===== src/rtl/kd_input_dispatch.sv =====
// Splits the host word stream into KD-tree node, leaf-patch and query-patch writes.
// Records are assembled word by word and emitted as single registered write strobes.
module kd_input_dispatch #(
    parameter int unsigned DATA_WIDTH   = 11,
    parameter int unsigned PATCH_SIZE   = 5,
    parameter int unsigned LEAF_SIZE    = 8,
    parameter int unsigned NUM_LEAVES   = 64,
    parameter int unsigned NUM_NODES    = NUM_LEAVES - 1,
    parameter int unsigned NUM_QUERYS   = 494,
    parameter int unsigned LEAF_ADDR_W  = $clog2(NUM_LEAVES),
    parameter int unsigned QUERY_ADDR_W = $clog2(NUM_QUERYS)
) (
    input  logic                               clk,
    input  logic                               rst,
    input  logic                               load_kdtree,
    input  logic [DATA_WIDTH-1:0]              fifo_rdata,
    input  logic                               fifo_rempty_n,
    output logic                               fifo_deq,
    output logic                               node_wen,
    output logic [LEAF_ADDR_W-1:0]             node_waddr,
    output logic [2:0]                         node_dim,
    output logic [DATA_WIDTH-1:0]              node_median,
    output logic                               leaf_wen,
    output logic [LEAF_ADDR_W-1:0]             leaf_waddr,
    output logic [2:0]                         leaf_slot,
    output logic [PATCH_SIZE*DATA_WIDTH-1:0]   leaf_patch,
    output logic [DATA_WIDTH-1:0]              leaf_patch_idx,
    output logic                               query_wen,
    output logic [QUERY_ADDR_W-1:0]            query_waddr,
    output logic [PATCH_SIZE*DATA_WIDTH-1:0]   query_patch,
    output logic                               kdtree_loaded,
    output logic                               queries_loaded,
    output logic                               protocol_err
);

    localparam int unsigned WCNT_W = $clog2(PATCH_SIZE + 1);

    typedef enum logic [2:0] {
        IDLE    = 3'd0,
        NODES   = 3'd1,
        LEAVES  = 3'd2,
        QUERIES = 3'd3,
        DONE    = 3'd4
    } state_t;

    state_t                                 state;
    logic [WCNT_W-1:0]                      wcnt;
    logic [LEAF_ADDR_W-1:0]                 node_cnt;
    logic [LEAF_ADDR_W-1:0]                 leaf_cnt;
    logic [2:0]                             slot_cnt;
    logic [QUERY_ADDR_W-1:0]                query_cnt;
    logic [DATA_WIDTH-1:0]                  dim_word;
    logic [PATCH_SIZE-1:0][DATA_WIDTH-1:0]  pbuf;

    // Pop whenever a word is available in a loading state; a restart pulse blocks the pop.
    assign fifo_deq = fifo_rempty_n && !load_kdtree &&
                      ((state == NODES) || (state == LEAVES) || (state == QUERIES));

    always_ff @(posedge clk or posedge rst) begin
        if (rst) begin
            state          <= IDLE;
            wcnt           <= '0;
            node_cnt       <= '0;
            leaf_cnt       <= '0;
            slot_cnt       <= '0;
            query_cnt      <= '0;
            dim_word       <= '0;
            pbuf           <= '0;
            node_wen       <= 1'b0;
            node_waddr     <= '0;
            node_dim       <= '0;
            node_median    <= '0;
            leaf_wen       <= 1'b0;
            leaf_waddr     <= '0;
            leaf_slot      <= '0;
            leaf_patch     <= '0;
            leaf_patch_idx <= '0;
            query_wen      <= 1'b0;
            query_waddr    <= '0;
            query_patch    <= '0;
            kdtree_loaded  <= 1'b0;
            queries_loaded <= 1'b0;
            protocol_err   <= 1'b0;
        end else begin
            node_wen  <= 1'b0;
            leaf_wen  <= 1'b0;
            query_wen <= 1'b0;
            if (load_kdtree) begin
                state          <= NODES;
                wcnt           <= '0;
                node_cnt       <= '0;
                leaf_cnt       <= '0;
                slot_cnt       <= '0;
                query_cnt      <= '0;
                kdtree_loaded  <= 1'b0;
                queries_loaded <= 1'b0;
                protocol_err   <= 1'b0;
            end else if (fifo_deq) begin
                case (state)
                    NODES: begin
                        if (wcnt == '0) begin
                            dim_word <= fifo_rdata;
                            wcnt     <= WCNT_W'(1);
                        end else begin
                            wcnt        <= '0;
                            node_wen    <= 1'b1;
                            node_waddr  <= node_cnt;
                            node_dim    <= dim_word[2:0];
                            node_median <= fifo_rdata;
                            if (dim_word >= DATA_WIDTH'(PATCH_SIZE))
                                protocol_err <= 1'b1;
                            if (node_cnt == LEAF_ADDR_W'(NUM_NODES - 1)) begin
                                node_cnt <= '0;
                                state    <= LEAVES;
                            end else begin
                                node_cnt <= node_cnt + 1'b1;
                            end
                        end
                    end
                    LEAVES: begin
                        // Last word of a leaf record carries the original patch index.
                        if (wcnt == WCNT_W'(PATCH_SIZE)) begin
                            wcnt           <= '0;
                            leaf_wen       <= 1'b1;
                            leaf_waddr     <= leaf_cnt;
                            leaf_slot      <= slot_cnt;
                            leaf_patch     <= pbuf;
                            leaf_patch_idx <= fifo_rdata;
                            if (slot_cnt == 3'(LEAF_SIZE - 1)) begin
                                slot_cnt <= '0;
                                if (leaf_cnt == LEAF_ADDR_W'(NUM_LEAVES - 1)) begin
                                    leaf_cnt      <= '0;
                                    kdtree_loaded <= 1'b1;
                                    state         <= QUERIES;
                                end else begin
                                    leaf_cnt <= leaf_cnt + 1'b1;
                                end
                            end else begin
                                slot_cnt <= slot_cnt + 1'b1;
                            end
                        end else begin
                            pbuf[wcnt] <= fifo_rdata;
                            wcnt       <= wcnt + 1'b1;
                        end
                    end
                    QUERIES: begin
                        if (wcnt == WCNT_W'(PATCH_SIZE - 1)) begin
                            wcnt        <= '0;
                            query_wen   <= 1'b1;
                            query_waddr <= query_cnt;
                            query_patch <= {fifo_rdata, pbuf[PATCH_SIZE-2:0]};
                            if (query_cnt == QUERY_ADDR_W'(NUM_QUERYS - 1)) begin
                                query_cnt      <= '0;
                                queries_loaded <= 1'b1;
                                state          <= DONE;
                            end else begin
                                query_cnt <= query_cnt + 1'b1;
                            end
                        end else begin
                            pbuf[wcnt] <= fifo_rdata;
                            wcnt       <= wcnt + 1'b1;
                        end
                    end
                    default: ;
                endcase
            end
        end
    end

endmodule


===== config.mk =====
export PLATFORM = sky130hd
export DESIGN_NAME = kd_input_dispatch
export DESIGN_NICKNAME = d
export VERILOG_FILES = /design/src/rtl/kd_input_dispatch.sv
export SDC_FILE = /design/constraint.sdc
export NUM_CORES = 1
export LEC_CHECK = 0
export ABC_AREA = 1
export CAP_MARGIN = 20
export CORE_MARGIN = 4
export CORE_UTILIZATION = 30
export CTS_CLUSTER_DIAMETER = 100
export DETAILED_ROUTE_END_ITERATION = 7
export PLACE_DENSITY = 0.53
export SLEW_MARGIN = 20
export SYNTH_ARGS = -nofsm -noshare
export SYNTH_HDL_FRONTEND = slang
export SYNTH_SLANG_ARGS = --single-unit

===== constraint.sdc =====
create_clock -name clk -period 26.7 [get_ports clk]
set_clock_uncertainty 0.2 [all_clocks]
set_input_delay 5.34 -clock clk [delete_from_list [all_inputs] [get_ports clk]]
set_output_delay 5.34 -clock clk [all_outputs]
set_load 0.02 [all_outputs]

==> metrics.csv, run 1 <==
metric;value;unit
reg2reg_setup_slack;24000;ps
grt_max_degree;140;
crit_top_cell;clkdlybuf4s50_1;
globalRouteOverflowTotal;0;
synthTopCellsByCount;351 x nand2_1, 261 x dfrtp_1, 105 x o21ai_0, 94 x inv_1, 70 x o21ai_1;
seq_area_frac_synth;0.611;
postLayoutCellArea;0.0137;sq mm
worstSetupStartpointType;primary input;
max-vdd-ir-drop;0.0437;mV
clk_pin_slew_worst_paths;60;ps
slowest_stage;clkdlybuf4s50_1;
grt_pass1_wl;45900;microns
place_inst;1704;
final_nets;1306;
finalSetupTns;0;ps
worstPathRequired;21160;ps
cts_max_level;1;
die_area;0.0387;sq mm
ys_types;35;
post_cts_buffers;0;
ctsHoldBuffers;0;
rsz0062_at_grt;no;
cts.sinks;261;
antenna_left;0;
drc;0;
drv_slew;0;
yosysMostFrequentCell;nand2_1;
finalSetupViolations;0;
cp.arrival;7370;ps
hold_class;register to register;
path_class;primary input to output port;
max-cap-violations;0;
cts_tree;built;
hold_viol;0;
crit_path_end_kind;output port;
final_cells;1758;
fmax;0.0774;GHz
fp.dieW;197;microns
synth-seq-cells;261;
synth_area_leaders;dfrtp_1 61%, nand2_1 12%, o21ai_0 4.9%, o21ai_2 3.4%, inv_1 3.3%;
clock_path_buffers;3;
dpl.hpwl;19200;microns
crit_buf_inv;3;
cts-root-buf;clkbuf_16;
period_share;0.484;
synth_top_area_cell;dfrtp_1;
worstPathCellList;clkdlybuf4s50_1, nor2_1, nand2_8, inv_8, clkdlybuf4s50_1;
first_pass_iters;4;
area_delta_synth_final;28.6;%
drt_iter0_drc;375;
synth.top_cell.area_share;0.611;
routed_wirelength;28900;microns
critical_path.top_delay_family;buffers and inverters;
syn_avg_cell_area;9.59;sq um
synth_edf_count;0;
fp.dieH;197;microns
grt_usage;0.147;
vias;7922;
fillers;3502;
crit_path_max_incr_delay;700;ps
antenna_found_initial;2;
io_pins;181;
cts_resized;0;
cp_max_fo;14;
initial_utilization;0.307;
synth_area;0.0107;sq mm
synth_nets;1139;
layout_min_cycle_time;12910;ps
ys.flop_type;dfrtp_1;
core_area;0.0348;sq mm
synthCells;1114;
gp_congestion;0.792;
place_area;0.0128;sq mm
p_leak;6.22;nW
outcome;finished, final reports clean;
port_buffers;180;
power_density;73.8;mW/mm^2
tightest_slew;1110;ps
numCtsBuffers;30;
final_util;0.395;
clk_latency;550;ps
ys_warn_count;0;
layout-drive-gt1-share;0.0936;
relSlewSlack;0.257;
async_reset_ff_frac;1.00;
grt_pass1_vias;7815;
wl_per_cell;16.4;microns
vias_per_cell;4.51;
antennaDiodeCount;0;
row_count;68;
[cells in the final DEF (no fill, tap or decap), drive strengths merged]
cell           Yosys  layout
o211ai             2       2
buf               43       5
nand3             48      48
o21ai            217     217
clkbuf             7      39
xnor2              1       1
nand3b             1       1
nor3               4       4
ha                10      10
clkinv             1      12
dfrtp            261     261
inv               99      99
clkdlybuf4s50      0     180
a21oi              8       8
xor2               8       8
nand2            358     358
o21a               1       1
clkinvlp           0       2
bufinv             0       2
o21bai             1       1
nand4              7       7
nor2              37      37
[routing by layer]
metal  vias up  GRT usage  wire, microns
met1      3804      0.213          13600
met3        31     0.0303           1740
met4         0     0.0252            368
met5         -          0              0
met2       177      0.234          13100
li1       3910          -              -
[tightest hold or removal path, cell delays in order (launching register included)]
cell     delay (ps)
dfrtp_1         340
nand2_1          50
nand2_1          40
[state kept, by name, summed over array words and instances, names as in the netlist, 6 cells and up]
signal / cells
leaf_cnt: 6
leaf_patch: 55
node_cnt: 6
query_waddr: 9
dim_word: 11
leaf_patch_idx: 11
pbuf: 55
query_patch: 55
node_median: 11
leaf_waddr: 6
query_cnt: 9
node_waddr: 6
[cells by family (layout without fill, tap and decap cells)]
kind of cell    count (synthesis)  after routing  share of synthesized area
simple gates                  455            455                      0.177
fa+ha+maj                      10             10                     0.0117
buf+inv                       150            339                     0.0695
compound gates                229            229                      0.123
xor+xnor                        9              9                    0.00738
flops                         261            261                      0.611
[cell type report]
| class | count | area, sq um | area share |
|---|---|---|---|
| Sequential cell | 261 | 6530 | 0.475 |
| Multi-Input combinational cell | 703 | 3420 | 0.249 |
| Timing Repair Buffer | 185 | 1840 | 0.134 |
| Clock buffer | 39 | 856 | 0.0623 |
| Tap cell | 455 | 569 | 0.0414 |
| Inverter | 100 | 393 | 0.0286 |
| Clock inverter | 15 | 130 | 0.00947 |
[metrics by stage]
| stage | hold slack [ps] | total power [mW] | worst slack, ps |
|---|---|---|---|
| floorplan | 242 | 0.557 | 13980 |
| detailed placement | 255 | 0.614 | 13770 |
| CTS | 271 | 1.03 | 13770 |
| finish | 269 | 1.01 | 13790 |
| global placement | 252 | 0.612 | 13810 |
| global route | 289 | 1.07 | 13670 |
[power breakdown]
part	internal, mW	switching, mW	leakage (nW)	total [mW]
registers	0.433	0.0234	3.60	0.456
logic	0.0508	0.0977	2.13	0.148
clock network	0.243	0.166	0.493	0.409
total	0.727	0.287	6.22	1.01
[final timing paths]
check	endpoint	startpoint	cells after the start
setup / recovery	fifo_deq	load_kdtree	5
hold / removal	leaf_patch[47]$_DFFE_PP0P_	pbuf[47]$_DFFE_PP0P_	2
setup reg to reg	query_patch[41]$_DFFE_PP0P_	wcnt[1]$_DFFE_PP0P_	7
hold reg to reg	leaf_patch[47]$_DFFE_PP0P_	pbuf[47]$_DFFE_PP0P_	2
max in group asynchronous	node_cnt[1]$_DFFE_PP0P_	rst	4
min in group asynchronous	query_patch[43]$_DFFE_PP0P_	rst	2
Note: power is estimated with default switching activity, not from simulation.
==> inputs of run 2 (changes only) <==
--- a/config.mk
+++ b/config.mk
@@ -11,7 +11,7 @@
 export CORE_UTILIZATION = 30
 export CTS_CLUSTER_DIAMETER = 100
 export DETAILED_ROUTE_END_ITERATION = 7
-export PLACE_DENSITY = 0.53
+export PLACE_DENSITY = 0.55
 export SLEW_MARGIN = 20
 export SYNTH_ARGS = -nofsm -noshare
 export SYNTH_HDL_FRONTEND = slang
==> constraint.sdc (replaced) <==
create_clock -name clk -period 11.36 [get_ports clk]
set_clock_uncertainty 0.2 [all_clocks]
set_input_delay 2.272 -clock clk [delete_from_list [all_inputs] [get_ports clk]]
set_output_delay 2.272 -clock clk [all_outputs]
set_load 0.02 [all_outputs]
==> metrics.csv, run 2 (same netlist as run 1, synthesis figures left out) <==
metric;value;unit
final_cells;1757;
numCtsBuffers;30;
fp.dieW;197;microns
antenna_found_initial;3;
period_share;0.597;
gp_congestion;0.792;
port_buffers;180;
regToRegEndpoint;slot_cnt[2]$_DFFE_PP0P_;
clock_path_buffers;3;
clk_latency;560;ps
final_cell_mix;351 x nand2_1, 261 x dfrtp_1, 180 x clkdlybuf4s50_1, 105 x o21ai_0, 93 x inv_1;
globalRouteOverflowTotal;0;
crit_path_end_kind;output port;
cp.arrival;4310;ps
power_density;171;mW/mm^2
routed_wirelength;29300;microns
regToRegStartpoint;wcnt[1]$_DFFE_PP0P_;
p_leak;6.19;nW
first_pass_iters;5;
crit_path_start;load_kdtree;
grt_pass1_vias;7801;
postLayoutCellArea;0.0137;sq mm
vias;7928;
max-vdd-ir-drop;0.115;mV
fillers;3522;
worstSetupStartpointType;primary input;
cts_resized;0;
cts_tree;built;
fp.dieH;197;microns
finalSetupTns;0;ps
area_delta_synth_final;28.3;%
die_area;0.0387;sq mm
layout-drive-gt1-share;0.0892;
cts.sinks;261;
place_area;0.0128;sq mm
vias_per_cell;4.51;
post_cts_buffers;0;
drv_slew;0;
final_nets;1306;
wl_per_cell;16.7;microns
total_power;2.34;mW
fmax;0.147;GHz
grt_usage;0.150;
hold_viol;0;
grt_pass1_wl;46500;microns
antenna_left;0;
initial_utilization;0.307;
cts-root-buf;clkbuf_16;
row_count;68;
path_class;primary input to output port;
outcome;finished, final reports clean;
layout_min_cycle_time;6780;ps
grt_max_degree;140;
place_inst;1704;
drc;0;
cts_max_level;1;
dpl.hpwl;19400;microns
io_pins;181;
worstSetupEndpoint;fifo_deq;
worst-r2r-cell-count;10;
core_area;0.0348;sq mm
clk_pin_slew_worst_paths;60;ps
tightest_slew;1100;ps
finalSetupViolations;0;
worstPathRequired;8890;ps
reg2reg_setup_slack;8490;ps
cp_max_fo;14;
rsz0062_at_grt;no;
hold_class;register to register;
layout_commonest_cell;nand2_1;
drt_iter0_drc;395;
max-cap-violations;0;
final_util;0.394;
ctsHoldBuffers;0;
largest_registers;leaf_patch x55, pbuf x55, query_patch x55;
relSlewSlack;0.267;
run 2: changes by cell type in the layout (fill, tap and decap cells not counted), sizes merged:
cell    delta
clkinv     -5
bufinv     -1
diode      +1
clkbuf     +4
run 2: power breakdown:
group	leakage (nW)	switching [mW]	internal, mW	total, mW
clock	0.462	0.377	0.544	0.921
combinational	2.13	0.228	0.119	0.347
sequential	3.60	0.0569	1.02	1.07
total	6.19	0.661	1.68	2.34
run 2: how the worst min path moves through the flow:
stage	end	slack, ps	cells after the start	startpoint
2_1_floorplan	pbuf[11]$_DFFE_PP0P_	240	2	pbuf[11]$_DFFE_PP0P_
3_3_place_gp	leaf_patch[51]$_DFFE_PP0P_	250	2	pbuf[51]$_DFFE_PP0P_
3_5_place_dp	leaf_patch[52]$_DFFE_PP0P_	260	2	pbuf[52]$_DFFE_PP0P_
4_1_cts	leaf_patch[52]$_DFFE_PP0P_	260	2	pbuf[52]$_DFFE_PP0P_
5_1_grt	query_patch[49]$_DFFE_PP0P_	290	2	query_patch[49]$_DFFE_PP0P_
6_report	leaf_patch[48]$_DFFE_PP0P_	270	2	pbuf[48]$_DFFE_PP0P_
run 2: area by class of cell:
cell class	count	area [sq um]	area share
antenna	1	2.50	0.000183
clock buffer	43	860	0.0627
clock inverter	9	86.3	0.00630
inverter	100	393	0.0287
multi-input combinational	703	3420	0.250
sequential	261	6530	0.477
tap	455	569	0.0415
timing repair buffer	185	1840	0.134
run 2: worst max-delay path: stages:
cell and delay, ps:
clkdlybuf4s50_1 700, nor2_1 440, nand2_8 130, inv_8 120, clkdlybuf4s50_1 640
run 2: metrics by stage:
step	setup slack (ps)	hold slack [ps]
detailed placement	4550	257
floorplan	1700	242
global placement	4590	255
global route	4430	290
CTS	4550	255
finish	4580	273
run 2: routing by layer:
metal  vias up  track usage  wire length, microns
met2       171        0.241                 13600
met3        26       0.0340                  1770
met4         0       0.0244                   385
li1       3909            -                     -
met1      3822        0.212                 13500
met5         -            0                     0
